--- src/rtl/brcomp_iter.sv ---
// brcomp_iter: iterative MSB-first branch comparator, CHUNK bits per cycle, valid/ready on both sides.
// Signed compares flip both MSBs at capture so the datapath is purely an unsigned compare.
module brcomp_iter #(
    parameter int WIDTH      = 32,
    parameter int CHUNK      = 8,
    parameter bit EARLY_EXIT = 1'b1
) (
    input  logic             clk_i,
    input  logic             rst_ni,
    input  logic             req_valid_i,
    output logic             req_ready_o,
    input  logic [WIDTH-1:0] rs1_i,
    input  logic [WIDTH-1:0] rs2_i,
    input  logic [2:0]       funct3_i,
    output logic             rsp_valid_o,
    input  logic             rsp_ready_i,
    output logic             br_equal_o,
    output logic             br_less_o,
    output logic             br_taken_o,
    output logic             illegal_o
);
    localparam int N  = WIDTH / CHUNK;
    localparam int KW = N > 1 ? $clog2(N) : 1;

    typedef enum logic [1:0] {IDLE, BUSY, DONE} state_t;

    state_t           state_q, state_d;
    logic [1:0]       rst_sync_q;
    logic             rst_n;
    logic [WIDTH-1:0] a_q, a_d, b_q, b_d;
    logic [2:0]       f3_q, f3_d;
    logic [KW-1:0]    k_q, k_d;
    logic             diff_q, diff_d, lt_q, lt_d;
    logic             eq_q, eq_d, less_q, less_d, taken_q, taken_d, ill_q, ill_d;
    logic [CHUNK-1:0] ca, cb;
    logic             differ, last, has_diff, lt_fin, decided, taken_fin;
    logic [WIDTH-1:0] sign_flip;

    // Reset asserts asynchronously but is released on a clock edge.
    always_ff @(posedge clk_i or negedge rst_ni) begin
        if (!rst_ni) rst_sync_q <= '0;
        else         rst_sync_q <= {rst_sync_q[0], 1'b1};
    end
    assign rst_n = rst_sync_q[1];

    always_ff @(posedge clk_i or negedge rst_n) begin
        if (!rst_n) begin
            state_q <= IDLE;
            a_q     <= '0;
            b_q     <= '0;
            f3_q    <= '0;
            k_q     <= '0;
            diff_q  <= 1'b0;
            lt_q    <= 1'b0;
            eq_q    <= 1'b0;
            less_q  <= 1'b0;
            taken_q <= 1'b0;
            ill_q   <= 1'b0;
        end else begin
            state_q <= state_d;
            a_q     <= a_d;
            b_q     <= b_d;
            f3_q    <= f3_d;
            k_q     <= k_d;
            diff_q  <= diff_d;
            lt_q    <= lt_d;
            eq_q    <= eq_d;
            less_q  <= less_d;
            taken_q <= taken_d;
            ill_q   <= ill_d;
        end
    end

    // Operands shift left each cycle, so the current chunk is always the top one.
    always_comb begin
        state_d   = state_q;
        a_d       = a_q;
        b_d       = b_q;
        f3_d      = f3_q;
        k_d       = k_q;
        diff_d    = diff_q;
        lt_d      = lt_q;
        eq_d      = eq_q;
        less_d    = less_q;
        taken_d   = taken_q;
        ill_d     = ill_q;
        sign_flip = {~funct3_i[1], {(WIDTH-1){1'b0}}};
        ca        = a_q[WIDTH-1 -: CHUNK];
        cb        = b_q[WIDTH-1 -: CHUNK];
        differ    = ca != cb;
        last      = k_q == KW'(N - 1);
        has_diff  = diff_q | differ;
        lt_fin    = diff_q ? lt_q : (differ & (ca < cb));
        decided   = last | (EARLY_EXIT & differ);
        taken_fin = f3_q[2] ? (lt_fin ^ f3_q[0]) : (~f3_q[1] & (~has_diff ^ f3_q[0]));
        unique case (state_q)
            IDLE: if (req_valid_i && req_ready_o) begin
                a_d     = rs1_i ^ sign_flip;
                b_d     = rs2_i ^ sign_flip;
                f3_d    = funct3_i;
                k_d     = '0;
                diff_d  = 1'b0;
                lt_d    = 1'b0;
                state_d = BUSY;
            end
            BUSY: if (decided) begin
                eq_d    = ~has_diff;
                less_d  = lt_fin;
                taken_d = taken_fin;
                ill_d   = f3_q[2:1] == 2'b01;
                state_d = DONE;
            end else begin
                a_d    = a_q << CHUNK;
                b_d    = b_q << CHUNK;
                k_d    = k_q + 1'b1;
                diff_d = has_diff;
                lt_d   = lt_fin;
            end
            DONE: if (rsp_ready_i) state_d = IDLE;
            default: state_d = IDLE;
        endcase
    end

    assign req_ready_o = (state_q == IDLE) & rst_n;
    assign rsp_valid_o = state_q == DONE;
    assign br_equal_o  = eq_q;
    assign br_less_o   = less_q;
    assign br_taken_o  = taken_q;
    assign illegal_o   = ill_q;
endmodule
--- config.mk ---
export PLATFORM = sky130hd
export DESIGN_NAME = brcomp_iter
export DESIGN_NICKNAME = d
export VERILOG_FILES = /design/src/rtl/brcomp_iter.sv
export SDC_FILE = /design/constraint.sdc
export NUM_CORES = 1
export LEC_CHECK = 0
export CAP_MARGIN = 20
export CORE_AREA = 5 5 97 99
export DETAILED_ROUTE_END_ITERATION = 16
export DIE_AREA = 0 0 102 104
export GPL_TIMING_DRIVEN = 1
export MAX_ROUTING_LAYER = met4
export PLACE_DENSITY_LB_ADDON = 0.25
export SYNTH_ARGS = -nofsm -noshare
export SYNTH_HDL_FRONTEND = slang
export SYNTH_SLANG_ARGS = --single-unit
--- constraint.sdc ---
create_clock -name clk_i -period 2.6 [get_ports clk_i]
set_input_delay 0.26 -clock clk_i [delete_from_list [all_inputs] [get_ports clk_i]]
set_output_delay 0.26 -clock clk_i [all_outputs]
set_load 0.05 [all_outputs]
==> Word level (Yosys, flattened, before mapping) <==
Index checks and enable logic that the tools add are counted.
{ "word_totals": {"register_bits": 79, "output_inout_bits": 6} }
{ "classes": {"add_sub_neg": 1, "n_lt_le_gt_ge": 1, "n_eq_ne": 9, "mux": 20, "n_bitwise": 12, "n_reduce_logical": 7} }
{ "ops": {"columns": ["cell", "count"], "rows": [
  ["32-bit 2-to-1 mux", 4],
  ["32-bit case mux with 2 select lines", 2],
  ["32-bit bitwise XOR", 2],
  ["2-bit 2-to-1 mux", 5],
  ["8-bit < comparator", 1],
  ["8-bit inequality test", 1],
  ["2-bit inequality test, second input constant", 3],
  ["2-bit case mux with 3 select lines", 1],
  ["3-bit AND reduction", 2],
  ["1-bit 2-to-1 mux", 5],
  ["2-bit by 1-bit equality test with 1-bit output, second input constant", 2],
  ["2-bit equality test, second input constant", 2],
  ["1-bit case mux with 2 select lines", 2],
  ["2-bit case mux with 2 select lines", 1],
  ["2-bit AND reduction", 2],
  ["1-bit bitwise AND", 3],
  ["1-bit inverter", 3],
  ["2-bit by 1-bit adder with 2-bit output, second input constant", 1],
  ["2-bit logical NOT", 1],
  ["2-bit by 1-bit inequality test with 1-bit output, second input constant", 1],
  ["1-bit OR", 2],
  ["2-bit nonzero test", 1],
  ["1-bit bitwise XOR", 2],
  ["1-bit logical AND", 1]
]} }

==> Depth between registers and ports, before layout <==
Gate-level depths: netlist of run 1.
{ "logic_depth": {"depth_word": 6, "depth_mapped": 9} }

==> Worst setup path after synthesis of run 1 <==
Ideal clock, no wire load.
{ "synth_path": {"path_kind": "reg2reg", "start": "register rst_sync_q[1]", "end": "register a_q[12]", "arrival_time_ns": 3.716, "required_ns": 2.478, "setup_slack_ns": -1.238, "path_stages_with_launch": 8, "synth_period_minus_slack_ns": 3.838, "path_cell_list": "dfrtp_1 nor3b_2 and2_1 or2_1 buf_4 buf_6 buf_6 a21oi_2"} }
{ "synth_via": {"elab_chain_cells": 4} }
{ "synth_rtl": {"columns": ["element", "line", "text"], "rows": [
  ["start, declared", "28", "logic [1:0] rst_sync_q;"],
  ["start signal, assigned", "42", "else rst_sync_q <= {rst_sync_q[0], 1'b1};"],
  ["1-bit bitwise AND", "124", "assign req_ready_o = (state_q == IDLE) & rst_n;"],
  ["net req_ready_o", "11", "output logic req_ready_o,"],
  ["1-bit logical AND", "97", "IDLE: if (req_valid_i && req_ready_o) begin"],
  ["2-bit inequality test (no source line)", null, null],
  ["3-bit AND reduction (no source line)", null, null],
  ["end signal, assigned", "49", "a_q <= '0;"],
  ["end signal, assigned", "61", "a_q <= a_d;"],
  ["end, declared", "30", "logic [WIDTH-1:0] a_q, a_d, b_q, b_d;"]
]} }
The timed path passes the listed nets, and every way through them passes these cells.
A chain may end at the register's enable or synchronous reset.

==> Final worst setup path of run 1 <==
{ "layout_path": {"start": "register a_q[29]", "end": "register b_q[14]"} }
{ "layout_via": {"elab_chain_cells": 4} }
{ "layout_rtl": {"columns": ["element", "line", "text"], "rows": [
  ["8-bit inequality test", "90", "differ = ca != cb;"],
  ["1-bit OR", "94", "decided = last | (EARLY_EXIT & differ);"],
  ["2-bit inequality test (no source line)", null, null],
  ["3-bit AND reduction (no source line)", null, null],
  ["end signal, assigned", "50", "b_q <= '0;"],
  ["end signal, assigned", "62", "b_q <= b_d;"],
  ["end, declared", "30", null]
]} }
Every way passes these cells.

==> impl_metrics.csv, run 1 <==
group,metric,value,unit
placed_design,io_buffer_count,76,
sta,setup_viol,0,
floorplanning,coreArea,8470,um2
sta,grt_setup_unrepaired,"no",
cts,htree_levels,3,
sta,tightest_slew,0.688,ns
worst_setup_path,rr_worst_depth,7,
sta,finalHoldViolCount,0,
floorplanning,die_h,104,um
floorplanning,num_rows,34,
worst_setup_path,cp-start-kind,"flip-flop",
floorplanning,dieArea,10600,um2
drt,drtIter0Drc,131,
drt,dr.pass1.iters,4,
placed_design,place_congestion,0.808,
sta,fin_crit_sh,83.5,%
power,power,4.25,mW
cells_and_area,flow.area_growth_from_synthesis,31.1,%
logic_synthesis,syn_inst,372,
sta,maxSlewViolCount,0,
worst_setup_path,critPathLaunch,"a_q[29]$_DFFE_PN0P_",
power,power_density,866,nW/um2
worst_setup_path,cp_data_arrival_time,2.44,ns
cts,insertion_delay,0.35,ns
cts,post_cts_buffers,0,
worst_setup_path,path_class,"reg -> reg",
floorplanning,ios,77,
logic_synthesis,synth-seq-cells,79,
drt,wl_per_cell,15.0,um
global_routing,grt_max_degree,47,
sta,tns,0,ns
global_routing,grt_usage,17.4,%
power,cellLeakagePower,2.05,nW
cts,cts_buffers,9,
global_routing,grt_pass1_vias,2958,
global_routing,grt_antenna_before_repair,1,
sta,relSlewSlack,53.9,%
logic_synthesis,synth_top_area_cell,"dfrtp_1",
drt,wirelength,8420,um
worst_setup_path,end_kind,"flip-flop",
cts,clk_pin_slew,0.08,ns
logic_synthesis,synth_nets,452,
logic_synthesis,netlist_area,3750,um2
worst_setup_path,r2r-end,"b_q[14]$_DFFE_PN0P_",
worst_hold_path,worstHoldPathType,"in -> async",
logic_synthesis,async_flop_share,100,%
logic_synthesis,ys.flop_type,"dfrtp_1",
worst_setup_path,r2r-start,"a_q[29]$_DFFE_PN0P_",
logic_synthesis,synth_top_cell_area_share,52.8,%
cts,cts_root_buffer,"clkbuf_8",
placed_design,dp_slack,0.442,ns
worst_setup_path,worstPathMaxFanout,25,
logic_synthesis,ys_top_cells_by_area,"dfrtp_1 (53%), mux2i_1 (12%), a21oi_1 (5.2%)",
cts,ctsHoldBuffers,0,
cells_and_area,nNetsFinal,527,
outcome,status,"completed",
floorplanning,die_w,102,um
logic_synthesis,yosysUniqueCellTypes,34,
cells_and_area,drive_gt1_share,10.2,%
global_routing,overflow,0,
logic_synthesis,synth-edff-count,0,
sta,fmax,0.461,GHz
global_routing,grt_pass1_wl,14000,um
cells_and_area,fillCellCount,740,
logic_synthesis,synth_warnings,0,
run,drv_cap,0,
cts,cts_tree,"done",
drt,antenna_left,0,
floorplanning,start_util,44.3,%
worst_setup_path,required,2.87,ns
sta,finClkSkew,0.00814,ns
sta,setup_slack,0.429,ns
placed_design,dp_hpwl,6180,um
sta,min_period,2.17,ns
cts,cts_resized,0,
sta,hold_ws,0.0726,ns
placed_design,place_area,4660,um2
power,ir_drop,0.370,mV
logic_synthesis,syn_area_per_cell,10.1,um2
cts,cts.sink_count,79,
drt,vias,2803,
cts,cts_max_path_buffers,2,
logic_synthesis,synth-seq-area-share,52.8,%
cells_and_area,fin_area,4910,um2
drt,via_per_inst,5.00,
drt,drc_errors,0,
worst_setup_path,reg2reg_slack,0.43,ns
-- cells in the mapped netlist (2+ instances only) --
cell / n
buf_6: 2
o21ai_0: 24
xor2_1: 3
buf_2: 11
a21oi_2: 10
inv_1: 10
nand4_1: 2
buf_4: 5
nand2b_1: 5
nor3_1: 2
clkbuf_1: 4
a21oi_1: 39
and2_1: 2
dfrtp_1: 79
nor2_1: 51
mux2i_1: 46
nand2_1: 51
mux2_2: 2
ha_1: 9
-- cells by family (layout without fill, tap and decap cells) --
kind of cell             Yosys count  in the layout  synth area share, %
flip-flops                        79             79                 52.8
multiplexers                      48             48                 12.9
XOR/XNOR                           3              3                0.701
buffers and inverters             32            112                 4.47
adder cells (fa/ha/maj)            9              9                 3.01
AND/OR/NAND/NOR                  119            119                 13.6
AO/OA/AOI/OAI                     81             81                 12.5
other                              1              2                0.100
-- flip-flops by register name, indices dropped and copies added, names as in the netlist, 2 cells and up --
name / flops
a_q: 32
f3_q: 3
k_q: 2
b_q: 32
state_q: 2
rst_sync_q: 2
-- area by class of cell --
cell class | count | area (um2) | area share (%)
clock buffers | 10 | 138 | 2.80
multi-input cells | 261 | 1630 | 33.1
flip-flops and latches | 79 | 1980 | 40.3
diodes | 1 | 2.50 | 0.0509
clock inverters | 6 | 108 | 2.19
inverters | 10 | 37.5 | 0.764
repair buffers | 86 | 883 | 18.0
well taps | 108 | 135 | 2.75
-- layout by cell type, fill, tap and decap left out, drive strengths merged --
master         instances
mux2                   2
a22oi                  1
dfrtp                 79
o31ai                  2
xor2                   3
clkinv                 2
a21oi                 49
nor3                   2
buf                   11
clkdlybuf4s50         75
nor2                  51
nand4                  2
nand2                 51
nor4                   1
nor3b                  2
nand2b                 6
ha                     9
a21boi                 1
o211ai                 1
clkinvlp               1
a211oi                 1
and2                   2
clkbuf                10
o21ai                 24
mux2i                 46
inv                   10
diode                  1
o311ai                 1
o21a                   1
conb                   1
nor2b                  1
bufinv                 3
or2                    1
-- layer usage --
layer  GRT usage (%)  wire length (um)  share of wire (%)  up-vias
li1                -                 -                  -     1410
met1            22.7              3740                 44     1314
met3            4.49               408                4.8       13
met2            25.8              4080                 48       66
met5               -                 0                  0        -
met4            7.22               198                2.4        0
-- worst max-delay path: stages, from the launching register on --
cell,delay [ns]
dfrtp_1,0.39
ha_1,0.31
nand4_1,0.24
nor4_4,0.31
or2_4,0.36
buf_4,0.28
nor2_1,0.07
a21oi_1,0.12
-- through the flow --
step / util [%] / instances
floorplan: - / 372
global placement: 55.1 / 544
detailed placement: 55.1 / 544
CTS: 58.0 / 560
global route: 58.0 / 561
finish: 58.0 / 561
-- report_power, final --
part | internal [mW] | total (mW) | switching, mW | leakage (nW)
registers | 1.63 | 1.86 | 0.231 | 0.912
clock network | 0.661 | 1.10 | 0.444 | 0.122
logic | 0.589 | 1.29 | 0.700 | 1.01
total | 2.88 | 4.25 | 1.38 | 2.05
-- worst max-delay path by stage --
stage                             endpoint
finish                 b_q[14]$_DFFE_PN0P_
CTS                    b_q[14]$_DFFE_PN0P_
floorplan              a_q[12]$_DFFE_PN0P_
detailed placement  br_taken_o$_DFFE_PN0P_
global placement    br_taken_o$_DFFE_PN0P_
global route           b_q[17]$_DFFE_PN0P_
Power figures use the tool's default switching activity.
==> run 2: changes to the inputs <==
Settings changed: CORE_AREA 5 5 97 99 to 5 5 93 95, DIE_AREA 0 0 102 104 to 0 0 98 100.
Clock period 2.6 ns to 2.1 ns, I/O delays scaled along.
==> run 2 against run 1 <==
  * Sequential cell count did not move
  * Global-route usage increased by 1.8 points
  * Power up 22%
  * Largest cell class unchanged
  * Wire length is 1.3% higher
  * Largest power group unchanged
  * Non-clock buffer count rose by 2
  * Highest routed layer unchanged
==> impl_metrics.csv, run 2 (same netlist as run 1, synthesis figures left out) <==
group,metric,value,unit
power,power_density,1060,nW/um2
outcome,status,"completed",
sta,relSlewSlack,36.1,%
global_routing,grt_pass1_vias,2983,
cts,cts_root_buffer,"clkbuf_8",
cts,insertion_delay,0.35,ns
worst_setup_path,r2r-start,"a_q[27]$_DFFE_PN0P_",
global_routing,grt_usage,19.2,%
sta,min_period,1.90,ns
cells_and_area,mostFrequentLayoutCell,"dfrtp_1",
worst_setup_path,cp-start-kind,"flip-flop",
drt,vias,2855,
worst_setup_path,path_class,"reg -> reg",
cells_and_area,reg.largest.list,"a_q x32, b_q x32, f3_q x3",
power,power_frac_comb,31.7,%
worst_setup_path,r2r-end,"br_taken_o$_DFFE_PN0P_",
sta,setup_viol,0,
sta,tns,0,ns
floorplanning,start_util,49.0,%
power,swShare,33.4,%
power,pwr-share-clk,23.5,%
floorplanning,num_rows,32,
sta,finalHoldViolCount,0,
placed_design,place_congestion,0.852,
power,p_switching,1.73,mW
floorplanning,ios,77,
cts,htree_levels,3,
sta,finClkSkew,0.00806,ns
floorplanning,dieArea,9800,um2
placed_design,dp_cells,540,
cts,cts.sink_count,79,
worst_setup_path,worstPathMaxFanout,3,
worst_setup_path,reg2reg_slack,0.20,ns
sta,maxSlewViolCount,0,
sta,tightest_slew,0.958,ns
global_routing,overflow,0,
cts,cts_max_path_buffers,2,
placed_design,io_buffer_count,76,
power,intPower,3.46,mW
cells_and_area,fin_cells,556,
cts,clk_pin_slew,0.08,ns
power,cellLeakagePower,2.05,nW
cells_and_area,final_cell_mix,"dfrtp_1 (78), clkdlybuf4s50_1 (74), nand2_1 (51), nor2_1 (51), mux2i_1 (46)",
floorplanning,coreArea,7650,um2
global_routing,grt_pass1_wl,14400,um
worst_setup_path,critPathLaunch,"a_q[27]$_DFFE_PN0P_",
drt,wirelength,8520,um
cts,cts_buffers,9,
cts,ctsHoldBuffers,0,
global_routing,grt_max_degree,78,
placed_design,dp_hpwl,6170,um
sta,hold_ws,0.0592,ns
drt,drc_errors,0,
worst_setup_path,rr_worst_depth,7,
sta,fmax,0.528,GHz
global_routing,grt_antenna_before_repair,0,
drt,via_per_inst,5.13,
floorplanning,die_h,100,um
cells_and_area,flow.area_growth_from_synthesis,30.6,%
cells_and_area,final_core_util,64.0,%
power,p_seq_share,44.8,%
cells_and_area,drive_gt1_share,10.4,%
worst_hold_path,worstHoldPathType,"in -> async",
cells_and_area,nNetsFinal,529,
worst_setup_path,end_kind,"flip-flop",
drt,dr.pass1.iters,4,
cts,cts_tree,"done",
drt,antenna_left,0,
sta,grt_setup_unrepaired,"no",
power,ir_drop,0.651,mV
sta,fin_crit_sh,90.2,%
worst_setup_path,required,2.31,ns
worst_setup_path,cp_data_arrival_time,2.10,ns
worst_setup_path,critPathCapture,"br_taken_o$_DFFE_PN0P_",
run,drv_cap,0,
drt,wl_per_cell,15.3,um
cells_and_area,diodes,0,
drt,drtIter0Drc,134,
floorplanning,die_w,98,um
==> run 2: cell count changes in the layout (fill, tap and decap cells not counted) <==
cell / before / now
nor4_4: 1 / 0
clkinv_2: 2 / 0
clkdlybuf4s50_1: 75 / 74
dlygate4sd2_1: 0 / 1
clkbuf_1: 0 / 1
clkbuf_8: 10 / 13
diode_2: 1 / 0
nor4_2: 0 / 1
buf_4: 7 / 8
buf_12: 4 / 5
bufinv_16: 3 / 1
==> run 2: power groups by stage <==
stage | sequential [mW] | combinational (mW) | clock, mW
floorplan | 2.37 | 1.03 | 0
CTS | 2.33 | 1.66 | 1.25
global route | 2.38 | 1.87 | 1.31
finish | 2.32 | 1.65 | 1.22
global placement | 2.33 | 1.59 | 0
detailed placement | 2.35 | 1.64 | 0
==> run 2: timing repair <==
| item | in CTS | in global routing |
|---|---|---|
| pin swaps | 0 | 1 |
| gates resized for setup | 1 | 0 |
| cloned | 0 | 0 |
| setup buffers | 0 | 0 |
| setup endpoints to repair | 1 | 2 |
==> run 2: worst max-delay path: stages, from the launching register on <==
cell      delay, ns
dfrtp_1        0.39
ha_1           0.31
nand4_1        0.17
buf_4          0.20
nor3_1         0.28
xor2_1         0.11
a22oi_1        0.16
o311ai_0       0.13
==> run 2: worst min path at each step <==
stage,startpoint,endpoint,slack (ns),depth (start not counted)
floorplan,rst_ni,rst_sync_q[0]$_DFF_PN0_,-0.09,0
global placement,rst_sync_q[0]$_DFF_PN0_,rst_sync_q[1]$_DFF_PN0_,0.34,0
detailed placement,rst_sync_q[0]$_DFF_PN0_,rst_sync_q[1]$_DFF_PN0_,0.34,0
CTS,rst_ni,rst_sync_q[1]$_DFF_PN0_,0.04,1
global route,rst_ni,rst_sync_q[1]$_DFF_PN0_,0.04,1
finish,rst_ni,rst_sync_q[0]$_DFF_PN0_,0.06,1
==> run 2: cell type report <==
class	instances	area (um2)
Fill cell	630	2750
Inverter	10	37.5
Clock buffer	14	183
Multi-Input combinational cell	261	1620
Sequential cell	79	1980
Timing Repair Buffer	88	910
Clock inverter	2	37.5
Tap cell	102	128
==> run 2: stage by stage <==
stage	area, um2	power, mW	setup slack, ns
6_report	4890	5.19	0.205
3_5_place_dp	4680	3.99	0.180
3_3_place_gp	4680	3.92	0.227
5_1_grt	4890	5.56	0.00307
4_1_cts	4890	5.23	0.185
2_1_floorplan	3780	3.41	-0.344
==> run 2: per-layer routing <==
metal  vias to the layer above  wire length [um]  track usage, %
li1                       1413                 -               -
met1                      1369              4000            25.6
met2                        60              4080            29.4
met4                         0               140            7.45
met3                        13               309            3.54
met5                         -                 0               -
